--- src/rtl/music_player_pkg.sv ---
// Shared constants, FSM encoding and half-period helper for the music player.
// Latency: n/a (package only).
// Backpressure: n/a.
//
// Note numbering: index 24 = A4 (440 Hz), +1 per semitone, 0 = rest.
// The tone table covers notes NOTE_MIN..NOTE_MAX (A3..G#5); anything else is a rest.
package music_player_pkg;

    localparam int NOTE_W        = 8;
    localparam int NOTE_REST     = 0;
    localparam int NOTE_A4       = 24;
    localparam int NOTE_MIN      = 12;
    localparam int NOTE_MAX      = 47;
    localparam int HALF_PERIOD_W = 17;

    typedef enum logic [1:0] {
        ST_IDLE = 2'd0,
        ST_PLAY = 2'd1,
        ST_DONE = 2'd2
    } state_t;

    // round(clk_hz / (2 * f(note))), 0 for notes outside the table.
    // Frequencies are held in millihertz for the A3..G#3 octave shape (A4 octave values);
    // the octave offset is folded into the divisor so only one octave of constants is needed.
    function automatic logic [HALF_PERIOD_W-1:0] calc_half_period(input longint clk_hz,
                                                                  input int     note);
        longint base_mhz;
        longint denom;
        longint num;
        int     offs;
        int     semi;
        int     octave;
        base_mhz = 64'd440000;
        if (note < NOTE_MIN || note > NOTE_MAX) begin
            return '0;
        end
        offs   = note - NOTE_MIN;   // 0..35
        semi   = offs % 12;
        octave = offs / 12;         // 0 = A3 octave, 1 = A4, 2 = A5
        case (semi)
            0:       base_mhz = 64'd440000;
            1:       base_mhz = 64'd466164;
            2:       base_mhz = 64'd493883;
            3:       base_mhz = 64'd523251;
            4:       base_mhz = 64'd554365;
            5:       base_mhz = 64'd587330;
            6:       base_mhz = 64'd622254;
            7:       base_mhz = 64'd659255;
            8:       base_mhz = 64'd698456;
            9:       base_mhz = 64'd739989;
            10:      base_mhz = 64'd783991;
            default: base_mhz = 64'd830609;
        endcase
        // A3 octave: f = base/2, so 2*f = base; each octave up doubles the divisor.
        denom = base_mhz << octave;
        num   = clk_hz * 64'd1000;
        return HALF_PERIOD_W'((num + denom / 2) / denom);
    endfunction

endpackage

--- src/rtl/note_period_lut.sv ---
// Note index to square-wave half-period lookup (0 = rest / out of table).
// Latency: combinational.
// Backpressure: none.
//
// Ports:
//   note         in  8   note index (24 = A4)
//   half_period  out 17  clocks per half cycle of the tone at CLK_HZ, 0 for rest
module note_period_lut
    import music_player_pkg::*;
#(
    parameter int CLK_HZ = 50_000_000
) (
    input  logic [NOTE_W-1:0]        note,
    output logic [HALF_PERIOD_W-1:0] half_period
);

    // Every entry is a constant, so this folds to a plain ROM.
    logic [HALF_PERIOD_W-1:0] hp_tab [NOTE_MIN:NOTE_MAX];

    for (genvar g = NOTE_MIN; g <= NOTE_MAX; g++) begin : g_tab
        assign hp_tab[g] = calc_half_period(longint'(CLK_HZ), g);
    end

    always_comb begin
        half_period = '0;
        for (int i = NOTE_MIN; i <= NOTE_MAX; i++) begin
            if (note == NOTE_W'(i)) begin
                half_period = hp_tab[i];
            end
        end
    end

endmodule

--- src/rtl/music_player.sv ---
// Song sequencer: steps the note ROM at a fixed tempo and plays each note as a square wave.
// Latency: cur_note follows rom_address by 2 cycles (registered ROM + capture); audio is registered.
// Backpressure: none; the ROM always answers one cycle after the address.
//
// Build option: MUSIC_PLAYER_LOOP_EN - when defined the song wraps to address 0 and keeps
// playing; otherwise the player parks in DONE until play is dropped and raised again.
//
// Ports:
//   clk          in   1  system clock
//   reset        in   1  synchronous, active-high
//   play         in   1  level: 1 = run song, 0 = stop and rewind
//   rom_address  out  8  registered song ROM address
//   rom_note     in   8  ROM data, valid one cycle after rom_address
//   audio        out  1  square-wave tone, 0 during rest/idle
//   cur_note     out  8  note index currently sounding
//   playing      out  1  high while in PLAY
//   song_done    out  1  one-cycle pulse in the cycle the last entry's step ends
module music_player
    import music_player_pkg::*;
#(
    parameter int CLK_HZ         = 50_000_000,
    parameter int TICKS_PER_STEP = 6_250_000,
    parameter int SONG_LEN       = 241
) (
    input  logic              clk,
    input  logic              reset,
    input  logic              play,
    output logic [NOTE_W-1:0] rom_address,
    input  logic [NOTE_W-1:0] rom_note,
    output logic              audio,
    output logic [NOTE_W-1:0] cur_note,
    output logic              playing,
    output logic              song_done
);

    localparam int              STEP_W    = (TICKS_PER_STEP > 1) ? $clog2(TICKS_PER_STEP) : 1;
    localparam logic [STEP_W-1:0] STEP_LAST = STEP_W'(TICKS_PER_STEP - 1);
    localparam logic [NOTE_W-1:0] ADDR_LAST = NOTE_W'(SONG_LEN - 1);

`ifdef MUSIC_PLAYER_LOOP_EN
    localparam state_t END_STATE = ST_PLAY;
`else
    localparam state_t END_STATE = ST_DONE;
`endif

    state_t                   state;
    state_t                   state_next;
    logic [STEP_W-1:0]        step_cnt;
    logic                     fetch_live;
    logic [HALF_PERIOD_W-1:0] tone_cnt;
    logic [HALF_PERIOD_W-1:0] half_period;
    logic                     step_end;
    logic                     song_end;

    note_period_lut #(
        .CLK_HZ (CLK_HZ)
    ) u_lut (
        .note        (cur_note),
        .half_period (half_period)
    );

    assign step_end  = (state == ST_PLAY) && (step_cnt == STEP_LAST);
    assign song_end  = step_end && (rom_address == ADDR_LAST);
    // Dropping play in the final cycle aborts the song, so no completion pulse then.
    assign song_done = song_end && play;
    assign playing   = (state == ST_PLAY);

    // ---------------- FSM ----------------
    always_ff @(posedge clk) begin
        if (reset) begin
            state <= ST_IDLE;
        end else begin
            state <= state_next;
        end
    end

    always_comb begin
        state_next = state;
        case (state)
            ST_IDLE: begin
                if (play) begin
                    state_next = ST_PLAY;
                end
            end
            ST_PLAY: begin
                if (!play) begin
                    state_next = ST_IDLE;
                end else if (song_end) begin
                    state_next = END_STATE;
                end
            end
            ST_DONE: begin
                if (!play) begin
                    state_next = ST_IDLE;
                end
            end
            default: state_next = ST_IDLE;
        endcase
    end

    // ---------------- step counter, fetch capture, tone generator ----------------
    always_ff @(posedge clk) begin
        if (reset || (state_next != ST_PLAY)) begin
            // Leaving PLAY (or never in it): everything back to the rewound, silent state.
            step_cnt    <= '0;
            rom_address <= '0;
            fetch_live  <= 1'b0;
            cur_note    <= '0;
            tone_cnt    <= '0;
            audio       <= 1'b0;
        end else begin
            // rom_note only reflects a PLAY-issued address from the second PLAY cycle on.
            fetch_live <= (state == ST_PLAY);

            if (state != ST_PLAY) begin
                step_cnt    <= '0;
                rom_address <= '0;
            end else if (step_end) begin
                step_cnt    <= '0;
                rom_address <= song_end ? '0 : rom_address + 1'b1;
            end else begin
                step_cnt <= step_cnt + 1'b1;
            end

            // A repeated note is not a change, so the tone runs on without a phase restart.
            if (fetch_live && (rom_note != cur_note)) begin
                cur_note <= rom_note;
                tone_cnt <= '0;
                audio    <= 1'b0;
            end else if (half_period == '0) begin
                tone_cnt <= '0;
                audio    <= 1'b0;
            end else if (tone_cnt == half_period - 1'b1) begin
                tone_cnt <= '0;
                audio    <= ~audio;
            end else begin
                tone_cnt <= tone_cnt + 1'b1;
            end
        end
    end

endmodule
--- config.mk ---
export PLATFORM = sky130hd
export DESIGN_NAME = music_player
export DESIGN_NICKNAME = d
export VERILOG_FILES = /design/src/rtl/music_player_pkg.sv /design/src/rtl/note_period_lut.sv /design/src/rtl/music_player.sv
export SDC_FILE = /design/constraint.sdc
export NUM_CORES = 1
export LEC_CHECK = 0
export ABC_AREA = 1
export CORE_MARGIN = 2
export CORE_UTILIZATION = 45
export CTS_CLUSTER_SIZE = 12
export DETAILED_ROUTE_END_ITERATION = 7
export PLACE_DENSITY = 0.62
export SYNTH_ARGS = -nofsm -noshare
export SYNTH_HDL_FRONTEND = slang
export SYNTH_SLANG_ARGS = --single-unit
--- constraint.sdc ---
create_clock -name clk -period 2.7 [get_ports clk]
set_input_delay 0.27 -clock clk [delete_from_list [all_inputs] [get_ports clk]]
set_output_delay 0.27 -clock clk [all_outputs]
set_load 0.005 [all_outputs]
* Word level (Yosys, flattened, before mapping)
Index checks and enable logic that the tools add are counted.
** Word-level totals
- Register bits after elaboration :: 60
- Latch bits :: 0
- Bits in writable memories :: 0
- ROM bits :: 0
- Bits of input ports :: 11
- Output and inout bits :: 19
- Logic and storage cells :: 109
- Memories :: 0
** Operators by class
- Add/sub/neg operators :: 4
- Multipliers :: 0
- Divide/modulo/power cells :: 0
- Magnitude comparators :: 0
- Equality and inequality tests :: 44
- Shift-type cells :: 0
- Multiplexer cells :: 42
- Bitwise gates (word level) :: 1
- Reductions and logical operators :: 11
** Operators with widths (count)
- $mux W17 :: 36
- $eq A8 B5 Y1 const B :: 16
- $eq A8 B6 Y1 const B :: 16
- $eq A8 B4 Y1 const B :: 4
- $add A23 B1 Y23 const B :: 1
- $eq A23 B23 Y1 const B :: 1
- $add A17 B1 Y17 const B :: 1
- $eq A17 B17 Y1 :: 1
- $logic_not A17 Y1 :: 1
- $sub A17 B1 Y17 const B :: 1
- $add A8 B1 Y8 const B :: 1
- $eq A8 B8 Y1 const B :: 1
- $mux W2 :: 4
- $mux W8 :: 1
- $ne A8 B8 Y1 :: 1
- $pmux W2 S3 :: 1
- $reduce_or A3 Y1 :: 2
- $logic_and A1 B1 Y1 :: 4
- $ne A2 B1 Y1 const B :: 2
- $reduce_or A4 Y1 :: 1
- $eq A2 B1 Y1 const B :: 1
- $eq A2 B2 Y1 const B :: 1
- $logic_not A2 Y1 :: 1
- $reduce_or A2 Y1 :: 1
- 2 further kinds :: 2

* Depth between registers and ports, before layout
Gate-level depths: netlist of the first run.
- Depth after elaboration :: 40
- Depth in mapped cells :: 27
- Gate-level depth less buffers :: 26

* By module
Synthesis of the first run repeated with hierarchy kept, for this count alone.
** Second synthesis, totals
- Cells, all modules :: 761
- Area total of the unflattened synthesis :: 4723.3 µm²
** By module, submodules not included
- music_player :: instances 1, cells each 526, area an instance 3682.3 µm², sequential area each 1201.2 µm²
- note_period_lut :: instances 1, cells each 235, area an instance 1041.0 µm², sequential area each 0.0 µm²

* Worst setup path before layout of the first run
OpenSTA, ideal clock, no wires.
- Kind :: register to register
- Start :: register cur_note[0]
- End :: register tone_cnt[11]
- Library setup time :: 0.119 ns
- Data arrival time :: 2.850 ns
- Required time :: 2.581 ns
- Setup slack :: -0.269 ns
- Cell stages (with the launch flop) :: 27
- Buffers on the path :: 2
- Clock period less this slack :: 2.969 ns
- Path through :: dfxtp_1 > buf_2 > inv_2 > nand2_1 > nor2_2 > nand2_1 > nand4_1 > nor2_1 > nand4_1 > nor2_1 > nand3_1 > inv_1 > ha_1 > nand4_1 > nor2_1 > nand2_1 > nor2_2 > nand2_4 > nand3_1 > nand2_1 > nor2_2 > nand2_1 > nor2_1 > nand3_2 > nand3_4 > buf_8 > nor2_2
** Between the ends
- Cells in the longest elaborated chain, start to end :: 40
- Elaborated cells between the ends (all ways) :: 78
- Those cells by class :: add/sub (1); eq/ne (38); mux (36); reduce/logical (3)
** Ends and longest elaborated chain
- from (decl) :: RTL line music_player.sv:31 : output logic [NOTE_W-1:0] cur_note,
- from (signal assigned) :: RTL line music_player.sv:127 : cur_note <= rom_note;
- $eq A8 B4 Y1 :: RTL line note_period_lut.sv:27 : if (note == NOTE_W'(i)) begin
- $mux W17 (36 in series) :: RTL line note_period_lut.sv:27
- $sub A17 B1 Y17 :: RTL line music_player.sv:133 : end else if (tone_cnt == half_period - 1'b1) begin
- $eq A17 B17 Y1 :: RTL line music_player.sv:133
- $reduce_or A4 Y1 (no source line) *
- to (signal assigned) :: RTL line music_player.sv:137 : tone_cnt <= tone_cnt + 1'b1;
- to (decl) :: RTL line music_player.sv:50 : logic [HALF_PERIOD_W-1:0] tone_cnt;
Mark *: on every way between the ends. The rest lies on a longest branch, timed or not.
A chain may end at the register's enable or synchronous reset.

* Worst setup path after layout of the first run
- Start :: register cur_note[1]
- End :: register tone_cnt[10]
Same word-level chain as after synthesis.

==> flow_metrics.env, run 1 <==
export IMPL_status="finished with violations"
export IMPL_failed_checks="negative setup slack"
export IMPL_die_h_um=103.6
export IMPL_reg2reg_slack_ns=-0.48
export IMPL_async_reset_ff_frac=0
export IMPL_grt_max_degree=24
export IMPL_grt_pass1_vias=5430
export IMPL_min_path_type="reg -> reg"
export IMPL_grt_antenna_before_repair=0
export IMPL_p_sw_mw=0.4637
export IMPL_place_port_buffers=29
export IMPL_fin_crit_sh=1.179
export IMPL_cp_slowest_cell="dfxtp_4"
export IMPL_yosysWarnings=0
export IMPL_h_tree_depth=3
export IMPL_holdPathStages=1
export IMPL_wl_um=15310
export IMPL_clock_skew_ns=0.007222
export IMPL_yosys_top_cells_count="156 x nand2_1, 133 x nor2_1, 96 x inv_1"
export IMPL_hold_violations=0
export IMPL_critical_path_class="reg -> reg"
export IMPL_drt_wirelength_per_cell_um=14.52
export IMPL_fp_dieW_um=103.6
export IMPL_cts_tree="yes"
export IMPL_arrival_ns=3.47
export IMPL_power_share_clock=0.410
export IMPL_hpwl_um=11650
export IMPL_drv_slew=0
export IMPL_worst_slack_ns=-0.4826
export IMPL_p_seq_frac=0.493
export IMPL_avgSynthCellArea_um2=6.102
export IMPL_synth_cells=732
export IMPL_slew_headroom=0.6086
export IMPL_num_fill_cells=861
export IMPL_p_int_mw=1.334
export IMPL_end_kind="flip-flop"
export IMPL_synthToLayoutAreaGrowth_pct=47.48
export IMPL_dieArea_um2=10740
export IMPL_drive_gt1_frac=0.3254
export IMPL_path_cells="buf_12, nand2_8, nor2_1, nand2_1, nand2_2, nor2_2, nand4_1, nand2_1, nand4_1, inv_1, ha_4, nand4_1, nor2_2, nand2_2, nor2_4, nand2_4, nand4_1, xor2_1, inv_1, nand3_4, nand3_4, nor2_2"
export IMPL_drc_errors=0
export IMPL_ys_types=41
export IMPL_synth_seq_cells=60
export IMPL_cts_root_buf="clkbuf_8"
export IMPL_ios=30
export IMPL_timing_fmax_ghz=0.3142
export IMPL_design_area_um2=6588
export IMPL_grt_overflow=0
export IMPL_crit_required_ns=2.99
export IMPL_cpPeakStageDelay_ns=0.36
export IMPL_vias_per_cell=5.142
export IMPL_instances_no_fill=1055
export IMPL_cts_path_max_buffers=2
export IMPL_cts_buffers=9
export IMPL_start_util=0.4612
export IMPL_whs_endpoint="step_cnt[0]"
export IMPL_critical_path_startpoint_type="flip-flop"
export IMPL_path_max_fanout=8
export IMPL_holdBufCountCts=0
export IMPL_synth_area_leaders="dfxtp_1 27%, nand2_1 13%, nor2_1 11%"
export IMPL_postRouteAntennaNets=0
export IMPL_placementRows=36
export IMPL_grt_total_usage=0.2924
export IMPL_pre_cts_slack_ns=-0.4958
export IMPL_first_pass_iters=6
export IMPL_finalSetupTns_ns=-8.006
export IMPL_p_per_area_nw_per_um2=272.9
export IMPL_switching_share=0.2579
export IMPL_yosysSeqAreaShare=0.2689
export IMPL_irDropWorstVdd_mv=0.3094
export IMPL_gp_congestion=1.066
export IMPL_placed_area_um2=5921
export IMPL_power_total_mw=1.798
export IMPL_synth_edff_count=0
export IMPL_coreArea_um2=9684
export IMPL_synth_most_common_cell="nand2_1"
export IMPL_cts_sinks=60
export IMPL_clk_latency_ns=0.35
export IMPL_grt_pass1_wl_um=25570
export IMPL_regArea_um2=1232
export IMPL_r2r_end="tone_cnt[10]"
export IMPL_finalSetupViolations=18
export IMPL_cp_common_cell="nand4_1"
export IMPL_synth_fp_nets=748
export IMPL_dp_cells=1015
export IMPL_worst_slew_pin_slew_ns=0.5817
export IMPL_path_clk_slew_ns=0.07
export IMPL_r2r_cells=22
export IMPL_yosys_area_top_type="dfxtp_1"
export IMPL_min_from="step_cnt[0]"
export IMPL_multi_input_area_um2=3137
export IMPL_cap_violations=0
export IMPL_syn_area_um2=4467
export IMPL_rr_startpoint="cur_note[1]"
export IMPL_period_minus_slack_ns=3.183
export IMPL_rsz0062_at_grt="true"
export IMPL_comb_power_share=0.096
export IMPL_first_iter_violations=338
export IMPL_fin_nets=934
export IMPL_leakagePower_nw=2.995
export IMPL_yosys_area_top_type_share=0.2689
export IMPL_synth_ff_type="dfxtp_1"
export IMPL_vias=5425
export IMPL_antenna_cells=0
[what timing repair did]
item / in CTS / in global routing
buffers inserted: 16 / 5
pin swaps: 15 / 18
endpoints found under the hold margin: 0 / 0
resized for setup: 45 / 40
setup endpoints to repair: 19 / 19
cloned: 4 / 0
[power by group through the flow]
| stage | sequential [mW] | clock (mW) | combinational, mW |
|---|---|---|---|
| 6_report | 0.887 | 0.738 | 0.173 |
| 5_1_grt | 0.887 | 0.805 | 0.187 |
| 4_1_cts | 0.887 | 0.757 | 0.161 |
| 3_5_place_dp | 0.911 | 0 | 0.145 |
| 3_3_place_gp | 0.911 | 0 | 0.144 |
| 2_1_floorplan | 0.911 | 0 | 0.0775 |
[critical path: cells and delay by family, from the launching register on]
| family | cells | cell delay (ns) |
|---|---|---|
| simple gates | 17 | 2.07 |
| buf+inv | 3 | 0.37 |
| flops | 1 | 0.36 |
| xor+xnor | 1 | 0.19 |
| fa+ha+maj | 1 | 0.14 |
[through the flow]
| stage | hold WS (ns) | utilization |
|---|---|---|
| 2_1_floorplan | 0.3597 | - |
| 3_3_place_gp | 0.4405 | 0.6114 |
| 3_5_place_dp | 0.4487 | 0.6114 |
| 4_1_cts | 0.4338 | 0.6624 |
| 5_1_grt | 0.4498 | 0.6802 |
| 6_report | 0.4326 | 0.6802 |
[layer usage]
layer	up-vias	wire, µm	track usage
li1	2725	-	-
met1	2461	6512	0.3621
met2	191	7190	0.4844
met3	48	1032	0.06671
met4	0	580	0.1332
met5	-	0	0
[area by class of cell]
class	instances	area share
tap	133	0.02526
clock buffer	11	0.02298
multi-input combinational	556	0.4762
timing repair buffer	179	0.2190
inverter	112	0.06572
clock inverter	4	0.003799
sequential	60	0.1871
[registers in the layout, indices dropped and copies added, names as in the netlist]
register,count
state,2
audio,1
rom_address,8
fetch_live,1
step_cnt,23
tone_cnt,17
cur_note,8
[worst max path at each step]
stage                start      endpoint  slack (ns)  depth (start not counted)
2_1_floorplan  cur_note[7]  tone_cnt[11]       -0.11                         26
3_3_place_gp   cur_note[1]   tone_cnt[1]       -0.37                         24
3_5_place_dp   cur_note[0]   tone_cnt[5]       -0.50                         22
4_1_cts        cur_note[1]  tone_cnt[13]       -0.31                         22
5_1_grt        cur_note[1]   tone_cnt[9]       -0.69                         24
6_report       cur_note[1]  tone_cnt[10]       -0.48                         22
[cells by family (layout without fill, tap and decap cells)]
| family | Yosys count | in the layout | synth area share |
|---|---|---|---|
| xor+xnor | 39 | 39 | 0.07647 |
| simple gates | 450 | 454 | 0.4616 |
| flops | 60 | 60 | 0.2689 |
| compound gates | 58 | 58 | 0.07171 |
| buf+inv | 120 | 306 | 0.1073 |
| fa+ha+maj | 5 | 5 | 0.01401 |
[layout by cell type (no fill, tap or decap), types with 23 or more instances in the layout]
master           count
buf_4              146
nand2_1            135
nor2_1             105
inv_1               92
dfxtp_1             51
nand3_1             44
nor2_2              37
xor2_1              34
nand4_1             30
clkdlybuf4s50_1     28
a21oi_1             27
nor3_1              24
nand2_2             23
Power figures use the tool's default switching activity.
==> inputs of run 2 (changes only) <==
--- a/config.mk
+++ b/config.mk
@@ -5,7 +5,7 @@
 export SDC_FILE = /design/constraint.sdc
 export NUM_CORES = 1
 export LEC_CHECK = 0
-export ABC_AREA = 1
+export ABC_AREA = 0
 export CORE_MARGIN = 2
 export CORE_UTILIZATION = 45
 export CTS_CLUSTER_SIZE = 12
==> run 2 against run 1 <==
Net effect: the run still ends with negative setup slack left; largest power group unchanged; worst setup slack lost 0.42 ns; total power is essentially flat; sequential cell count is the same; first-iteration DRC count shrank 12%; cell count shrank 22%; sequential power is essentially flat; non-clock buffer count shrank 29; global-route usage shrank 3.7 points; clock-buffer cell count shrank 1; synthesized area shrank 0.64%; via count shrank 15%.
==> flow_metrics.env, run 2 <==
export IMPL_status="finished with violations"
export IMPL_failed_checks="negative setup slack"
export IMPL_slew_headroom=0.6954
export IMPL_startpoint="cur_note[2]"
export IMPL_vias_per_cell=5.596
export IMPL_avgSynthCellArea_um2=7.939
export IMPL_post_route_util=0.6233
export IMPL_p_seq_frac=0.494
export IMPL_cts_path_max_buffers=2
export IMPL_timing_fmax_ghz=0.2773
export IMPL_drc_errors=0
export IMPL_antenna_cells=0
export IMPL_rsz0062_at_grt="true"
export IMPL_finalSetupViolations=18
export IMPL_async_reset_ff_frac=0
export IMPL_critical_path_startpoint_type="flip-flop"
export IMPL_switching_share=0.2350
export IMPL_num_fill_cells=856
export IMPL_arrival_ns=3.84
export IMPL_final_cell_mix="110 x buf_4, 73 x nor2_1, 50 x dfxtp_1, 39 x xnor2_1, 33 x nand2_1"
export IMPL_power_share_clock=0.439
export IMPL_cts_sinks=60
export IMPL_r2r_cells=15
export IMPL_grt_pass1_vias=4425
export IMPL_comb_power_share=0.067
export IMPL_min_path_type="reg -> reg"
export IMPL_design_area_um2=6036
export IMPL_gp_congestion=0.9689
export IMPL_fin_nets=702
export IMPL_reg_top3="step_cnt x23, tone_cnt x17"
export IMPL_whs_endpoint="step_cnt[0]"
export IMPL_synth_fp_nets=575
export IMPL_cts_root_buf="clkbuf_8"
export IMPL_fin_crit_sh=1.336
export IMPL_path_clk_slew_ns=0.07
export IMPL_final_common_cell="buf_4"
export IMPL_p_sw_mw=0.4224
export IMPL_grt_total_usage=0.2559
export IMPL_drv_slew=0
export IMPL_drive_gt1_frac=0.2808
export IMPL_synth_edff_count=0
export IMPL_syn_area_um2=4438
export IMPL_crit_required_ns=2.94
export IMPL_cpPeakStageDelay_ns=0.52
export IMPL_yosysWarnings=0
export IMPL_p_per_area_nw_per_um2=297.7
export IMPL_ios=30
export IMPL_hpwl_um=9748
export IMPL_placementRows=36
export IMPL_reg2reg_slack_ns=-0.91
export IMPL_wl_um=13010
export IMPL_worst_slew_pin_slew_ns=0.4528
export IMPL_holdBufCountCts=0
export IMPL_fp_dieW_um=103.3
export IMPL_synth_seq_cells=60
export IMPL_synth_area_leaders="dfxtp_1 27%, xnor2_1 7.7%, nor2_1 7.3%"
export IMPL_end_kind="flip-flop"
export IMPL_min_from="step_cnt[0]"
export IMPL_p_int_mw=1.375
export IMPL_period_minus_slack_ns=3.606
export IMPL_start_util=0.4583
export IMPL_cts_tree="yes"
export IMPL_first_pass_iters=5
export IMPL_h_tree_depth=3
export IMPL_vias=4611
export IMPL_drt_wirelength_per_cell_um=15.79
export IMPL_yosys_area_top_type_share=0.2707
export IMPL_yosysSeqAreaShare=0.2707
export IMPL_die_h_um=103.3
export IMPL_cap_violations=0
export IMPL_synth_cells=559
export IMPL_yosys_top_cells_count="86 x nor2_1, 60 x dfxtp_1, 39 x xnor2_1"
export IMPL_leakagePower_nw=2.286
export IMPL_clk_latency_ns=0.34
export IMPL_coreArea_um2=9684
export IMPL_grt_max_degree=23
export IMPL_synth_most_common_cell="nor2_1"
export IMPL_ys_types=80
export IMPL_yosys_area_top_type="dfxtp_1"
export IMPL_r2r_end="tone_cnt[13]"
export IMPL_critical_path_class="reg -> reg"
export IMPL_place_port_buffers=29
export IMPL_worst_slack_ns=-0.9059
export IMPL_synth_ff_type="dfxtp_1"
export IMPL_postRouteAntennaNets=0
export IMPL_largest_register_ffs=23
export IMPL_irDropWorstVdd_mv=0.2821
export IMPL_holdPathStages=1
export IMPL_path_max_fanout=7
export IMPL_dieArea_um2=10670
export IMPL_finalSetupTns_ns=-15.96
export IMPL_grt_antenna_before_repair=0
export IMPL_first_iter_violations=297
export IMPL_placed_area_um2=5613
export IMPL_grt_pass1_wl_um=21420
export IMPL_path_cells="or3b_4, a21oi_2, a21oi_2, a32o_2, inv_2, ha_4, inv_2, or4bb_4, nand4bb_4, or3_1, a221o_1, buf_6, o31ai_4, buf_6, nor2_1"
export IMPL_cts_buffers=9
export IMPL_clock_skew_ns=0.009548
export IMPL_grt_overflow=0
export IMPL_cp_slowest_cell="or4bb_4"
export IMPL_rr_startpoint="cur_note[2]"
export IMPL_hold_violations=0
export IMPL_synthToLayoutAreaGrowth_pct=36.00
export IMPL_largest_register="step_cnt"
-- run 2: routing by layer --
| metal | part of all wire | GRT usage | vias to the layer above |
|---|---|---|---|
| li1 | - | - | 2257 |
| met1 | 0.43 | 0.3259 | 2190 |
| met2 | 0.49 | 0.4366 | 132 |
| met3 | 0.056 | 0.04503 | 32 |
| met4 | 0.024 | 0.08907 | 0 |
| met5 | 0 | 0 | - |
-- run 2: worst max-delay path: cells and delay by family (launching register included) --
kind                     cells  cell delay [ns]
AO/OA/AOI/OAI                5             1.08
adder cells (fa/ha/maj)      1             0.13
buffers and inverters        4             0.43
flip-flops                   1             0.36
AND/OR/NAND/NOR              5             1.52
-- run 2: cell families (layout without fill, tap and decap cells) --
family / count (synthesis) / in the layout / share of synthesized area
multiplexers: 10 / 10 / 0.02256
AO/OA/AOI/OAI: 103 / 103 / 0.1717
buffers and inverters: 49 / 181 / 0.06005
adder cells (fa/ha/maj): 5 / 5 / 0.01410
XOR/XNOR: 70 / 70 / 0.1415
flip-flops: 60 / 60 / 0.2707
AND/OR/NAND/NOR: 262 / 262 / 0.3194
-- run 2: how the worst max path moves through the flow --
stage                    to  slack, ns
5_1_grt        tone_cnt[15]      -1.08
6_report       tone_cnt[13]      -0.91
3_5_place_dp          audio      -0.97
4_1_cts               audio      -0.90
2_1_floorplan         audio       -1.0
3_3_place_gp          audio      -0.85
-- run 2: final cells by class --
cell class	count	area (µm²)	area share
Multi-Input combinational cell	450	3108	0.5149
Clock buffer	10	127.6	0.02114
Tap cell	133	166.4	0.02757
Inverter	15	56.30	0.009328
Timing Repair Buffer	150	1291	0.2139
Clock inverter	6	65.06	0.01078
Sequential cell	60	1221	0.2023
-- run 2: power groups by stage --
stage	clock network [mW]	logic, mW	registers, mW
floorplan	0	0.0581	0.910
global placement	0	0.112	0.911
detailed placement	0	0.113	0.911
CTS	0.807	0.117	0.889
global route	0.851	0.129	0.888
finish	0.789	0.120	0.888
-- run 2: through the flow --
step / setup slack, ns / std cells / hold slack, ns / power (mW)
5_1_grt: -1.077 / 824 / 0.4901 / 1.868
4_1_cts: -0.8990 / 823 / 0.4675 / 1.812
6_report: -0.9059 / 824 / 0.4578 / 1.797
2_1_floorplan: -0.9953 / 559 / 0.4138 / 0.9676
3_5_place_dp: -0.9686 / 798 / 0.4454 / 1.024
3_3_place_gp: -0.8487 / 798 / 0.4332 / 1.023
-- run 2: what timing repair did --
item	in CTS	in global routing
setup endpoints to repair	19	18
pin swaps	7	7
cloned	1	0
resized for setup	31	26
setup buffers	8	1
==> inputs of run 3 (changes only) <==
--- a/config.mk
+++ b/config.mk
@@ -11,6 +11,7 @@
 export CTS_CLUSTER_SIZE = 12
 export DETAILED_ROUTE_END_ITERATION = 7
 export PLACE_DENSITY = 0.62
+export SKIP_CTS_REPAIR_TIMING = 1
 export SYNTH_ARGS = -nofsm -noshare
 export SYNTH_HDL_FRONTEND = slang
 export SYNTH_SLANG_ARGS = --single-unit
==> run 3 against run 2 <==
Net effect: the flow still finishes with violations (negative setup slack); non-clock buffer count is 4 lower; first-iteration DRC count is 15% lower; clock-buffer cell count stayed put; core utilization is 0.58 points lower; sequential cell count stayed put; critical path depth is 1 higher; total power is 0.11% lower; wire length is 1.1% lower; global-route usage is 0.52 points lower; register-to-register slack worse by 0.02 ns; via count is 0.35% lower; critical endpoint is now tone_cnt[6]; largest power group unchanged.
==> flow_metrics.env, run 3 (synthesized netlist as in run 2, its figures left out) <==
export IMPL_status="finished with violations"
export IMPL_failed_checks="negative setup slack"
export IMPL_grt_overflow=0
export IMPL_cp_slowest_cell="or4bb_4"
export IMPL_fp_dieW_um=103.3
export IMPL_largest_register_ffs=23
export IMPL_vias=4595
export IMPL_period_minus_slack_ns=3.629
export IMPL_placementRows=36
export IMPL_finalSetupViolations=18
export IMPL_cts_sinks=60
export IMPL_path_clk_slew_ns=0.07
export IMPL_wl_um=12870
export IMPL_drc_errors=0
export IMPL_crit_required_ns=2.94
export IMPL_vias_per_cell=5.604
export IMPL_die_h_um=103.3
export IMPL_clock_skew_ns=0.008170
export IMPL_irDropWorstVdd_mv=0.2821
export IMPL_hold_violations=0
export IMPL_min_path_type="reg -> reg"
export IMPL_drv_slew=0
export IMPL_cts_root_buf="clkbuf_8"
export IMPL_cts_path_max_buffers=2
export IMPL_fin_nets=698
export IMPL_final_common_cell="buf_4"
export IMPL_clk_latency_ns=0.34
export IMPL_worst_slew_pin_slew_ns=0.4593
export IMPL_synthToLayoutAreaGrowth_pct=34.73
export IMPL_antenna_cells=0
export IMPL_critical_path_startpoint_type="flip-flop"
export IMPL_hpwl_um=9748
export IMPL_cap_violations=0
export IMPL_final_cell_mix="107 x buf_4, 81 x nor2_1, 51 x dfxtp_1, 39 x xnor2_1, 33 x nand2_1"
export IMPL_coreArea_um2=9684
export IMPL_finalSetupTns_ns=-16.21
export IMPL_instances_no_fill=820
export IMPL_fin_crit_sh=1.344
export IMPL_cpPeakStageDelay_ns=0.52
export IMPL_pre_cts_slack_ns=-0.9686
export IMPL_cts_tree="yes"
export IMPL_grt_antenna_before_repair=0
export IMPL_first_pass_iters=5
export IMPL_arrival_ns=3.87
export IMPL_power_total_mw=1.795
export IMPL_placed_area_um2=5613
export IMPL_path_cells="clkbuf_2, nand2b_1, o32ai_1, a32oi_1, o211ai_1, inv_1, ha_4, inv_2, or4bb_4, nand4bb_4, or3_1, a221o_1, buf_6, o31ai_4, buf_2, nor2_1"
export IMPL_place_port_buffers=29
export IMPL_dieArea_um2=10670
export IMPL_worst_slack_ns=-0.9293
export IMPL_ios=30
export IMPL_fin_hold_ws_ns=0.4579
export IMPL_h_tree_depth=3
export IMPL_timing_fmax_ghz=0.2755
export IMPL_path_max_fanout=6
export IMPL_num_fill_cells=858
export IMPL_grt_pass1_wl_um=21000
export IMPL_design_area_um2=5979
export IMPL_dp_cells=798
export IMPL_largest_register="step_cnt"
export IMPL_critical_path_class="reg -> reg"
export IMPL_grt_pass1_vias=4327
export IMPL_slew_headroom=0.6859
export IMPL_critPathBufInv=5
export IMPL_drive_gt1_frac=0.2606
export IMPL_drt_wirelength_per_cell_um=15.69
export IMPL_gp_congestion=0.9689
export IMPL_postRouteAntennaNets=0
export IMPL_leakagePower_nw=2.278
export IMPL_p_per_area_nw_per_um2=300.2
export IMPL_end_kind="flip-flop"
export IMPL_first_iter_violations=253
export IMPL_post_route_util=0.6174
export IMPL_cts_buffers=9
export IMPL_start_util=0.4583
export IMPL_grt_total_usage=0.2507
export IMPL_path_delay_family="simple AND/OR/NAND/NOR gates"
export IMPL_reg_top3="step_cnt x23, tone_cnt x17"
export IMPL_grt_max_degree=23
export IMPL_rsz0062_at_grt="true"
[run 3: changes by cell type in the layout (fill, tap and decap cells not counted), moves of 2 or more]
cell,delta
o21ai_1,-2
buf_6,-3
nor2_2,-8
nor2_1,+8
o21ai_0,+2
buf_4,-3
[run 3: power breakdown]
part / switching (mW) / internal (mW) / total [mW]
clock: 0.363 / 0.426 / 0.789
sequential: 0.00287 / 0.885 / 0.888
combinational: 0.0553 / 0.0635 / 0.119
total: 0.421 / 1.37 / 1.80
[run 3: cell type report]
class / instances / area (µm²) / area share
Clock inverter: 6 / 65.06 / 0.01088
Clock buffer: 10 / 127.6 / 0.02134
Sequential cell: 60 / 1220 / 0.2040
Timing Repair Buffer: 146 / 1249 / 0.2088
Tap cell: 133 / 166.4 / 0.02783
Multi-Input combinational cell: 450 / 3095 / 0.5177
Inverter: 15 / 56.30 / 0.009416
[run 3: worst reg2reg max path, delay by kind of cell (launching register included)]
family,cells,cell delay [ns]
DFF,1,0.37
and+or+nand+nor,5,1.27
AOI/OAI and AO/OA,5,1.09
buffers and inverters,5,0.67
adders and majority gates,1,0.14
[run 3: path summary, 6_finish.rpt]
path,start,to,slack (ns),cells past startpoint
setup / recovery,cur_note[3],tone_cnt[6],-0.93,16
hold / removal,step_cnt[0],step_cnt[0],0.46,1
setup reg to reg,cur_note[3],tone_cnt[6],-0.93,16
hold reg to reg,step_cnt[0],step_cnt[0],0.46,1
[run 3: layer usage]
layer  share of wire  GRT usage  up-vias
met5               0          0        -
met4           0.021    0.08806        0
met3           0.050    0.04503       24
met2            0.49     0.4226      145
met1            0.44     0.3226     2180
li1                -          -     2246
